### config.mk
export PLATFORM = sky130hd
export DESIGN_NAME = rv32im_decode_ras
export DESIGN_NICKNAME = d
export VERILOG_FILES = /design/src/rtl/rv32im_decode_ras.sv
export SDC_FILE = /design/constraint.sdc
export NUM_CORES = 1
export LEC_CHECK = 0
export BUFFER_PORTS_ARGS = -buffer_cell sky130_fd_sc_hd__buf_2
export CAP_MARGIN = 5
export CORE_ASPECT_RATIO = 2
export CORE_MARGIN = 5
export CORE_UTILIZATION = 51
export CTS_CLUSTER_DIAMETER = 150
export DETAILED_ROUTE_END_ITERATION = 7
export PLACE_DENSITY = 0.76
export RECOVER_POWER = 100
export SLEW_MARGIN = 30
export SYNTH_ARGS = -nofsm -noshare
export SYNTH_HDL_FRONTEND = slang
export SYNTH_SLANG_ARGS = --single-unit
### constraint.sdc
create_clock -name clk_i -period 5.39 [get_ports clk_i]
set_input_delay 0 -clock clk_i [delete_from_list [all_inputs] [get_ports clk_i]]
set_output_delay 0 -clock clk_i [all_outputs]
set_load 0.02 [all_outputs]
### src/rtl/rv32im_decode_ras.sv
// RV32IM decode stage with a registered output bundle and a
// circular return-address stack that predicts JALR targets.
module rv32im_decode_ras #(
   parameter int XLEN      = 32,
   parameter int REG_BITS  = 5,
   parameter int RAS_DEPTH = 4,
   parameter int M_EXT     = 1
) (
   input  logic                clk_i,
   input  logic                rst_i,
   input  logic                flush_i,
   input  logic                in_valid_i,
   output logic                in_ready_o,
   input  logic [31:0]         instruction_i,
   input  logic [XLEN-1:0]     pc_i,
   output logic                out_valid_o,
   input  logic                out_ready_i,
   output logic [XLEN-1:0]     pc_o,
   output logic [REG_BITS-1:0] rs1_addr_o,
   output logic [REG_BITS-1:0] rs2_addr_o,
   output logic [REG_BITS-1:0] rd_addr_o,
   output logic [XLEN-1:0]     immediate_o,
   output logic                imm_valid_o,
   output logic [3:0]          alu_op_o,
   output logic [2:0]          word_size_o,
   output logic [2:0]          path_o,
   output logic                mem_write_o,
   output logic                branch_o,
   output logic                jal_o,
   output logic                jalr_o,
   output logic                mret_o,
   output logic [2:0]          branch_cond_o,
   output logic [XLEN-1:0]     jal_target_o,
   output logic [XLEN-1:0]     link_data_o,
   output logic [XLEN-1:0]     ras_pred_o,
   output logic                ras_pred_valid_o,
   output logic                illegal_o
);

   localparam int PW = $clog2(RAS_DEPTH);
   localparam int CW = $clog2(RAS_DEPTH + 1);

   localparam logic [6:0] OP_L     = 7'b0000011;
   localparam logic [6:0] OP_FENCE = 7'b0001111;
   localparam logic [6:0] OP_AI    = 7'b0010011;
   localparam logic [6:0] OP_AUIPC = 7'b0010111;
   localparam logic [6:0] OP_S     = 7'b0100011;
   localparam logic [6:0] OP_A     = 7'b0110011;
   localparam logic [6:0] OP_LUI   = 7'b0110111;
   localparam logic [6:0] OP_B     = 7'b1100011;
   localparam logic [6:0] OP_JALR  = 7'b1100111;
   localparam logic [6:0] OP_JAL   = 7'b1101111;
   localparam logic [6:0] OP_SYS   = 7'b1110011;

   logic [6:0]          opc;
   logic [2:0]          f3;
   logic [REG_BITS-1:0] rd_f, rs1_f, rs2_f;
   logic [XLEN-1:0]     imm_i, imm_s, imm_b, imm_u, imm_j;
   logic [XLEN-1:0]     link;

   assign opc   = instruction_i[6:0];
   assign f3    = instruction_i[14:12];
   assign rd_f  = REG_BITS'(instruction_i[11:7]);
   assign rs1_f = REG_BITS'(instruction_i[19:15]);
   assign rs2_f = REG_BITS'(instruction_i[24:20]);
   assign imm_i = XLEN'($signed(instruction_i[31:20]));
   assign imm_s = XLEN'($signed({instruction_i[31:25], instruction_i[11:7]}));
   assign imm_b = XLEN'($signed({instruction_i[31], instruction_i[7],
                                 instruction_i[30:25], instruction_i[11:8], 1'b0}));
   assign imm_u = XLEN'($signed({instruction_i[31:12], 12'b0}));
   assign imm_j = XLEN'($signed({instruction_i[31], instruction_i[19:12],
                                 instruction_i[20], instruction_i[30:21], 1'b0}));
   assign link  = pc_i + XLEN'(4);

   logic [REG_BITS-1:0] d_rd, d_rs1, d_rs2;
   logic [XLEN-1:0]     d_imm;
   logic                d_immv, d_memw, d_br, d_jal, d_jalr, d_mret, d_ill;
   logic [3:0]          d_alu;
   logic [2:0]          d_ws, d_path, d_bc;

   // Opcode decode; every listed opcode ends in 2'b11, so compressed
   // or otherwise malformed low bits fall into the illegal default.
   always_comb begin
      d_rd   = '0;
      d_rs1  = '0;
      d_rs2  = '0;
      d_imm  = '0;
      d_immv = 1'b0;
      d_alu  = '0;
      d_ws   = '0;
      d_path = 3'b001;
      d_memw = 1'b0;
      d_br   = 1'b0;
      d_jal  = 1'b0;
      d_jalr = 1'b0;
      d_mret = 1'b0;
      d_bc   = '0;
      d_ill  = 1'b0;
      unique case (opc)
         OP_L: begin
            d_rd = rd_f; d_rs1 = rs1_f; d_imm = imm_i;
            d_immv = 1'b1; d_ws = f3; d_path = 3'b010;
         end
         OP_FENCE: ;
         OP_AI: begin
            d_rd = rd_f; d_rs1 = rs1_f; d_imm = imm_i; d_immv = 1'b1;
            d_alu = {(f3 == 3'b101) & instruction_i[30], f3};
         end
         OP_AUIPC: begin
            d_rd = rd_f; d_imm = imm_u + pc_i; d_immv = 1'b1;
         end
         OP_S: begin
            d_rs1 = rs1_f; d_rs2 = rs2_f; d_imm = imm_s; d_immv = 1'b1;
            d_ws = f3; d_path = 3'b010; d_memw = 1'b1;
         end
         OP_A: begin
            if (instruction_i[25] && M_EXT == 0) begin
               d_ill = 1'b1;
            end else begin
               d_rd = rd_f; d_rs1 = rs1_f; d_rs2 = rs2_f;
               d_alu = {instruction_i[30], f3};
               if (instruction_i[25]) d_path = 3'b100;
            end
         end
         OP_LUI: begin
            d_rd = rd_f; d_imm = imm_u; d_immv = 1'b1;
         end
         OP_B: begin
            d_rs1 = rs1_f; d_rs2 = rs2_f; d_imm = imm_b;
            d_br = 1'b1; d_bc = f3;
         end
         OP_JALR: begin
            d_rd = rd_f; d_rs1 = rs1_f; d_imm = imm_i;
            d_immv = 1'b1; d_jalr = 1'b1;
         end
         OP_JAL: begin
            d_rd = rd_f; d_imm = imm_j; d_jal = 1'b1;
         end
         OP_SYS: begin
            d_rd = rd_f; d_rs1 = rs1_f; d_imm = imm_i;
            d_mret = (instruction_i == 32'h3020_0073);
         end
         default: d_ill = 1'b1;
      endcase
   end

   logic              accept;
   logic              rd_link, rs1_link, same, push, pop, empty;
   logic              do_push, do_pop, do_repl, pred_v;
   logic [PW-1:0]     ras_top, top_nx;
   logic [CW-1:0]     ras_cnt;
   logic [XLEN-1:0]   ras_mem [RAS_DEPTH];

   assign in_ready_o = !out_valid_o | out_ready_i;
   assign accept     = in_valid_i & in_ready_o & !flush_i;

   assign rd_link  = (d_rd == REG_BITS'(1)) | (d_rd == REG_BITS'(5));
   assign rs1_link = (d_rs1 == REG_BITS'(1)) | (d_rs1 == REG_BITS'(5));
   assign same     = (d_rd == d_rs1);
   assign push     = accept & (d_jal | d_jalr) & rd_link;
   assign pop      = accept & d_jalr & rs1_link;
   assign empty    = (ras_cnt == '0);
   assign top_nx   = ras_top + PW'(1);

   // A pop+push on an empty stack has nothing to replace, so it pushes.
   assign do_push = push & (!pop | same | empty);
   assign do_repl = push & pop & !same & !empty;
   assign do_pop  = pop & !push & !empty;
   assign pred_v  = pop & !empty & !(push & same);

   // Return-address storage; contents are left unreset on purpose.
   always_ff @(posedge clk_i) begin
      if (do_push) ras_mem[top_nx] <= link;
      else if (do_repl) ras_mem[ras_top] <= link;
   end

   // Stack pointer and occupancy; a full push overwrites the oldest.
   always_ff @(posedge clk_i or posedge rst_i) begin
      if (rst_i) begin
         ras_top <= '0;
         ras_cnt <= '0;
      end else if (do_push) begin
         ras_top <= top_nx;
         if (ras_cnt != CW'(RAS_DEPTH)) ras_cnt <= ras_cnt + CW'(1);
      end else if (do_pop) begin
         ras_top <= ras_top - PW'(1);
         ras_cnt <= ras_cnt - CW'(1);
      end
   end

   // Output bundle register; held while downstream stalls.
   always_ff @(posedge clk_i or posedge rst_i) begin
      if (rst_i) begin
         out_valid_o      <= 1'b0;
         pc_o             <= '0;
         rs1_addr_o       <= '0;
         rs2_addr_o       <= '0;
         rd_addr_o        <= '0;
         immediate_o      <= '0;
         imm_valid_o      <= 1'b0;
         alu_op_o         <= '0;
         word_size_o      <= '0;
         path_o           <= '0;
         mem_write_o      <= 1'b0;
         branch_o         <= 1'b0;
         jal_o            <= 1'b0;
         jalr_o           <= 1'b0;
         mret_o           <= 1'b0;
         branch_cond_o    <= '0;
         jal_target_o     <= '0;
         link_data_o      <= '0;
         ras_pred_o       <= '0;
         ras_pred_valid_o <= 1'b0;
         illegal_o        <= 1'b0;
      end else if (flush_i) begin
         out_valid_o <= 1'b0;
      end else if (accept) begin
         out_valid_o      <= 1'b1;
         pc_o             <= pc_i;
         rs1_addr_o       <= d_rs1;
         rs2_addr_o       <= d_rs2;
         rd_addr_o        <= d_rd;
         immediate_o      <= d_imm;
         imm_valid_o      <= d_immv;
         alu_op_o         <= d_alu;
         word_size_o      <= d_ws;
         path_o           <= d_path;
         mem_write_o      <= d_memw;
         branch_o         <= d_br;
         jal_o            <= d_jal;
         jalr_o           <= d_jalr;
         mret_o           <= d_mret;
         branch_cond_o    <= d_bc;
         jal_target_o     <= pc_i + imm_j;
         link_data_o      <= link;
         ras_pred_o       <= pred_v ? ras_mem[ras_top] : '0;
         ras_pred_valid_o <= pred_v;
         illegal_o        <= d_ill;
      end else if (out_ready_i) begin
         out_valid_o <= 1'b0;
      end
   end

endmodule

---- Yosys cells after proc, flatten, opt, wreduce, memory -nomap -nowiden ----
Memory sizes are Yosys's and may differ from the RTL's.
Cells that the tools add are included.
word-level totals
  register bits ........................... 202
  output and inout bits ................... 198
  memories kept ........................... 1
  memory bits (writable) .................. 128
  word-level logic and storage cells ...... 127
cells by class
  equality and inequality tests ........... 20
  muxes and demuxes ....................... 33
  add/subtract/negate cells ............... 7
  reduce and logical (&&, ||, !) cells .... 20
  bitwise operators ....................... 23
memory list
  name     depth  width  rd ports  clocked after Yosys merged registers in  write ports  RTL line  text
  ras_mem  4      32     1         0                                        1            152       logic [XLEN-1:0] ras_mem [RAS_DEPTH];
operators by type and width
  operator                 count
  $pmux W32 S6             1
  $add A32 B32 Y32         2
  $mux W32                 2
  $add A32 B3 Y32 const B  1
  $eq A32 B30 Y1 const B   1
  $reduce_or A32 Y1        1
  $eq A7 B7 Y1 const B     4
  $eq A7 B6 Y1 const B     3
  $mux W3                  6
  $and A1 B1 Y1            16
  $mux W1                  16
  $mux W5                  3
  $eq A7 B5 Y1 const B     2
  $reduce_or A11 Y1        1
  $eq A5 B1 Y1 const B     2
  $eq A5 B3 Y1 const B     2
  $pmux W4 S2              1
  $reduce_or A8 Y1         1
  $eq A7 B2 Y1 const B     1
  $eq A7 B4 Y1 const B     1
  $logic_not A1 Y1         7
  $reduce_or A7 Y1         1
  $mux W2                  3
  $or A1 B1 Y1             6
  18 further kinds         19

---- Logic depth before layout (Yosys ltp) ----
  depth in word-level cells ............... 14
  gate-level depth with buffers ........... 14

---- Least setup slack after synthesis ----
OpenSTA, ideal clock, no wires.
  path kind ............................... reg-to-reg
  from .................................... reg out_valid_o
  to ...................................... mem ras_mem[1][0], enable pin
  data arrival time ....................... 4964 ps
  stages on the path, launching flop included .. 10
  buffers on the path ..................... 1
  slack ................................... -75 ps
  clock period less this slack ............ 5465 ps
  setup time .............................. 501 ps
  data required time ...................... 4889 ps
  path through ............................ dfrtp_1 > nor2b_1 > inv_1 > nand3b_1 > nor3_1 > o21ai_1 > a31o_1 > buf_4 > xnor2_2 > nor4_1
between the ends
  longest elaborated chain between the ends .. 14
ends and longest elaborated chain
  element                                                             RTL line  text
  start, declared                                                     16        output logic out_valid_o,
  start signal, assigned                                              194       out_valid_o <= 1'b0;
  start signal, assigned                                              216       out_valid_o <= 1'b0;
  start signal, assigned                                              218       out_valid_o <= 1'b1;
  $logic_not A1 Y1 *                                                  154       assign in_ready_o = !out_valid_o | out_ready_i;
  $or A1 B1 Y1 *                                                      154
  via in_ready_o                                                      13        output logic in_ready_o,
  $and A1 B1 Y1 * (2 in series)                                       155       assign accept = in_valid_i & in_ready_o & !flush_i;
  $and A1 B1 Y1, on equally long branches (2 in series)               160, 161
  $and A1 B1 Y1 / $logic_not A1 Y1 (equally long branches)            167, 166
  $and A1 B1 Y1 / $or A1 B1 Y1 (equally long branches) (2 in series)  167, 166
  $mux W1 / $and A1 B1 Y1 (equally long branches)                     174, 166
  $mux W1                                                             173       if (do_push) ras_mem[top_nx] <= link;
  $mux W1 (not written as such)                                       174       else if (do_repl) ras_mem[ras_top] <= link;
  $reduce_or A32 Y1 (no source line)                                  n/a
  $mux W2 (no source line) / $mux W1 (equally long branches)          n/a
  end, declared                                                       152
Mark *: on every way through the listed nets, which the timed path passes. The rest lies on a longest branch.

---- Worst setup path in the final report ----
  from .................................... in instruction_i[1]
  to ...................................... mem ras_mem[3][22], enable pin
between the ends
  longest elaborated chain between the ends .. 14
ends and longest elaborated chain
  element                                                                       RTL line  text
  start, declared                                                               14        input logic [31:0] instruction_i,
  $eq A7 B6 Y1 (tied with other cells)                                          99        unique case (opc)
  $reduce_or A8 Y1 (no source line) / $reduce_or A7 Y1 (equally long branches)  n/a
  $mux W5                                                                       n/a
  $eq A5 B1 Y1 (tied with other cells)                                          157       assign rd_link = (d_rd == REG_BITS'(1)) | (d_rd == REG_BITS'(5));
  $or A1 B1 Y1, on equally long branches                                        157, 158
  $and A1 B1 Y1, on equally long branches                                       160, 161
  $and A1 B1 Y1 / $logic_not A1 Y1 (equally long branches)                      167, 166
  $and A1 B1 Y1 / $or A1 B1 Y1 (equally long branches) (2 in series)            167, 166
  $mux W1 / $and A1 B1 Y1 (equally long branches)                               174, 166
  $mux W1                                                                       173
  $mux W1 (not written as such)                                                 174
  $reduce_or A32 Y1 (no source line)                                            n/a
  $mux W2 (no source line) / $mux W1 (equally long branches)                    n/a
Several ways; a longest one is shown, not always the timed one.

==> summary.md <==
| Metric | Value |
|---|---|
| Status | `finished with violations` |
| Failing checks | `capacitance limit, slew limit` |
| Routed wire length | `47600 microns` |
| Worst EP arrival | `4250 ps` |
| Ports | `267` |
| Crit path buffers/inverters | `4` |
| Hpwl dp | `34200 microns` |
| Total number of vias | `12700` |
| Ys Warns | `0` |
| Reg clk slew, reported paths | `70 ps` |
| RSZ-0062 raised after global routing | `no` |
| CP max stage delay | `1470 ps` |
| Max transition margin | `-78.1%` |
| H-tree depth | `1` |
| Most common cell after layout, fill and taps aside | `nand2_1` |
| Pwr per Cell Area | `316 nW/um^2` |
| Crit path launch type | `input pin` |
| Cell family with the largest share of critical-path delay | `buffers and inverters` |
| Setup_tns | `0 ps` |
| Worst skew pair latency | `560 ps` |
| Slew Viols, Final | `413` |
| Mux share of post-synthesis cell area | `5.50%` |
| Leading area contributor after synthesis | `dfrtp_1` |
| Endpoint class of the critical path | `register` |
| Syn_nets | `1550` |
| Remaining global-route overflow | `0` |
| Minimum clock period | `4120 ps` |
| Die area | `35000 sq um` |
| Crit-path cells | `dlygate4sd3_1 > buf_2 > nand2_1 > nor2_1 > nand4_2 > nor3_1 > o21ai_0 > a31o_1 > buf_4 > xnor2_2 > nor4_4 > clkbuf_1` |
| # DRC | `0` |
| TritonCTS clock tree | `done` |
| Core area | `30900 sq um` |
| Top cell type's share of synthesized area | `31.3%` |
| Number of antenna violations at the first check in global routing | `1` |
| Fmax achieved | `243 MHz` |
| First-pass GRT wire length | `72800 microns` |
| Tcrit/Tclk final | `76.4%` |
| Largest family of logic cells by synthesized area | `simple AND/OR/NAND/NOR gates` |
| Post-synth EDFFs | `128` |
| Class of the most critical setup path | `in -> reg` |
| LEAKAGE | `7.80 nW` |
| Placer Congestion | `0.959` |
| CP max-delay cell | `clkbuf_1` |
| Util after Layout | `61.3%` |
| Largest net degree at the start of global routing | `226` |
| Cells after Synth | `1436` |
| Crit-path max FO | `37` |
| Max-cap violations | `6` |
| Wire per inst | `21.9 microns` |
| Root Driver | `clkbuf_16` |
| Layout cell share with drive strength beyond 1 | `11.3%` |
| Xor and xnor area share after synthesis | `4.07%` |
| Commonest non-fill, non-tap cells in the layout | `nand2_1, clkbuf_1, dfrtp_1` |
| Worst slew pin tran | `2670 ps` |
| Mapped Area | `15900 sq um` |
| Number of DRC violations after detailed-routing iteration 0 | `899` |
| Cts repair resizes | `0` |
| Synth Flop Type | `dfrtp_1` |
| CP required | `5530 ps` |
| Layout area overhead | `18.8%` |
| Final setup viols | `0` |
| Row count | `91` |
| Worst Skew | `10.3 ps` |
| Nets | `1847` |
| Post-synthesis cell type count | `91` |
| Gr usage total | `26.9%` |
| Initial Util | `51.6%` |
| Seq cells post-synth | `327` |
| Vias/cell | `5.84` |
| Deepest clock path buffer count | `3` |
| Hold crit path type | `in -> reg` |
| FFs w/ async S/R, synth | `60.9%` |
| Post-Synth Simple-Gate Area | `14.6%` |
| Height of the chip | `260 microns` |
| Via count of the first global-routing pass | `12700` |
| Min Hold Slack | `192 ps` |
| Register area share after synthesis | `55.4%` |
| Pre-antenna DRT Iters | `7` |
| Post-synthesis average cell area | `11.1 sq um` |
| Antenna-violating nets left | `0` |
| IO buf count | `266` |
| Max VDD drop | `0.268 mV` |
| Top post-synthesis cells by area | `dfrtp_1, edfxtp_1, nand2_1` |
| Compound-Gate Fraction of Synth Area | `13.3%` |
| Adder-cell share of the synthesized area | `3.68%` |
| Num CTS Buffers | `28` |
| Final hold violations | `0` |
| Die W | `135 microns` |
| Clock sink total | `327` |
[registers in the layout, summed over array words and instances, names as in the netlist, 2 cells and up]
register       flops
alu_op_o           4
branch_cond_o      3
immediate_o       32
jal_target_o      31
link_data_o       30
path_o             3
pc_o              32
ras_cnt            3
ras_mem          128
ras_pred_o        32
ras_top            2
rd_addr_o          5
rs1_addr_o         5
rs2_addr_o         5
word_size_o        3
[worst reg2reg max path: stages, from the launching register on]
cell and delay, ps:
dfrtp_1 370, nor2b_1 160, inv_1 80, nand3b_1 120, nor3_1 280, o21ai_0 200
a31o_1 230, buf_4 250, xnor2_2 230, nor4_4 240, clkbuf_1 1470
[final timing paths]
path / startpoint / endpoint / slack (ps) / cells past startpoint
max in group asynchronous: rst_i / jal_target_o[28] / 2570 / 5
setup / recovery: instruction_i[1] / ras_mem[3][22] / 1270 / 12
hold / removal: in_valid_i / ras_cnt[0] / 190 / 6
setup reg to reg: out_valid_o / ras_mem[3][22] / 1320 / 10
min in group asynchronous: rst_i / ras_pred_o[6] / 1000 / 4
hold reg to reg: link_data_o[14] / link_data_o[14] / 470 / 2
[per-layer routing]
layer | wire (microns) | global-route usage (%) | share of wire, % | vias to the layer above
met5 | 0 | 0 | 0 | -
met2 | 24600 | 47.9 | 52 | 538
met1 | 16900 | 30.8 | 35 | 6220
met4 | 3360 | 15.8 | 7.1 | 0
li1 | - | - | - | 5766
met3 | 2720 | 3.19 | 5.7 | 169
[cells in the mapped netlist (4+ instances only)]
cell type and count:
a211oi_1 11, a21o_1 16, a21oi_1 47, a221oi_1 14, a222oi_1 5, a22o_1 24
a31oi_1 13, and2_1 8, and3_1 8, and4_1 6, buf_1 13, buf_2 14
buf_4 7, clkbuf_1 44, dfrtp_1 199, edfxtp_1 128, ha_1 42, inv_1 46
mux2_2 10, mux4_2 32, nand2_1 299, nand2b_1 7, nand3_1 30, nand3b_1 6
nand4_1 13, nor2_1 64, nor2b_1 6, nor3_1 17, nor3b_1 4, nor4_1 5
nor4b_1 7, o211ai_1 5, o21a_1 7, o21ai_0 71, o21ai_1 42, o22ai_1 4
o31ai_1 7, or3_1 4, xnor2_1 50, xor2_1 22
[metrics by stage]
stage | cells | power (mW) | setup WS, ps | area (sq um)
after CTS | 2173 | 6.04 | 2190 | 19200
after global routing | 2174 | 6.20 | 992 | 18900
after detailed placement | 2054 | 3.91 | 2200 | 17600
final | 2174 | 5.97 | 1270 | 18900
after floorplan | 1436 | 3.51 | 1210 | 15900
after global placement | 2054 | 3.89 | 2320 | 17600
[logic make-up after synthesis]
kind of cell / count (synthesis)
simple gates: 505
flops: 327
xor+xnor: 73
compound gates: 311
mux: 46
fa+ha+maj: 45
buf+inv: 129
[power by group]
part | total, mW | switching [mW] | internal, mW
logic | 1.06 | 0.727 | 0.329
clock network | 2.10 | 0.933 | 1.17
registers | 2.82 | 0.0859 | 2.73
total | 5.97 | 1.75 | 4.23
[what timing repair did]
| action | in CTS | in global routing |
|---|---|---|
| hold endpoints to repair | 221 | 0 |
| hold buffers | 67 | 0 |
| setup buffers | 0 | 0 |
[layout make-up]
cell class | count | area [sq um]
Antenna cell | 1 | 2.50
Inverter | 48 | 184
Fill cell | 2605 | 12000
Clock inverter | 19 | 191
Sequential cell | 327 | 8820
Multi-Input combinational cell | 980 | 6560
Timing Repair Buffer | 348 | 1850
Tap cell | 418 | 523
Clock buffer | 33 | 762
No activity file was read; power rests on OpenSTA's default activity.
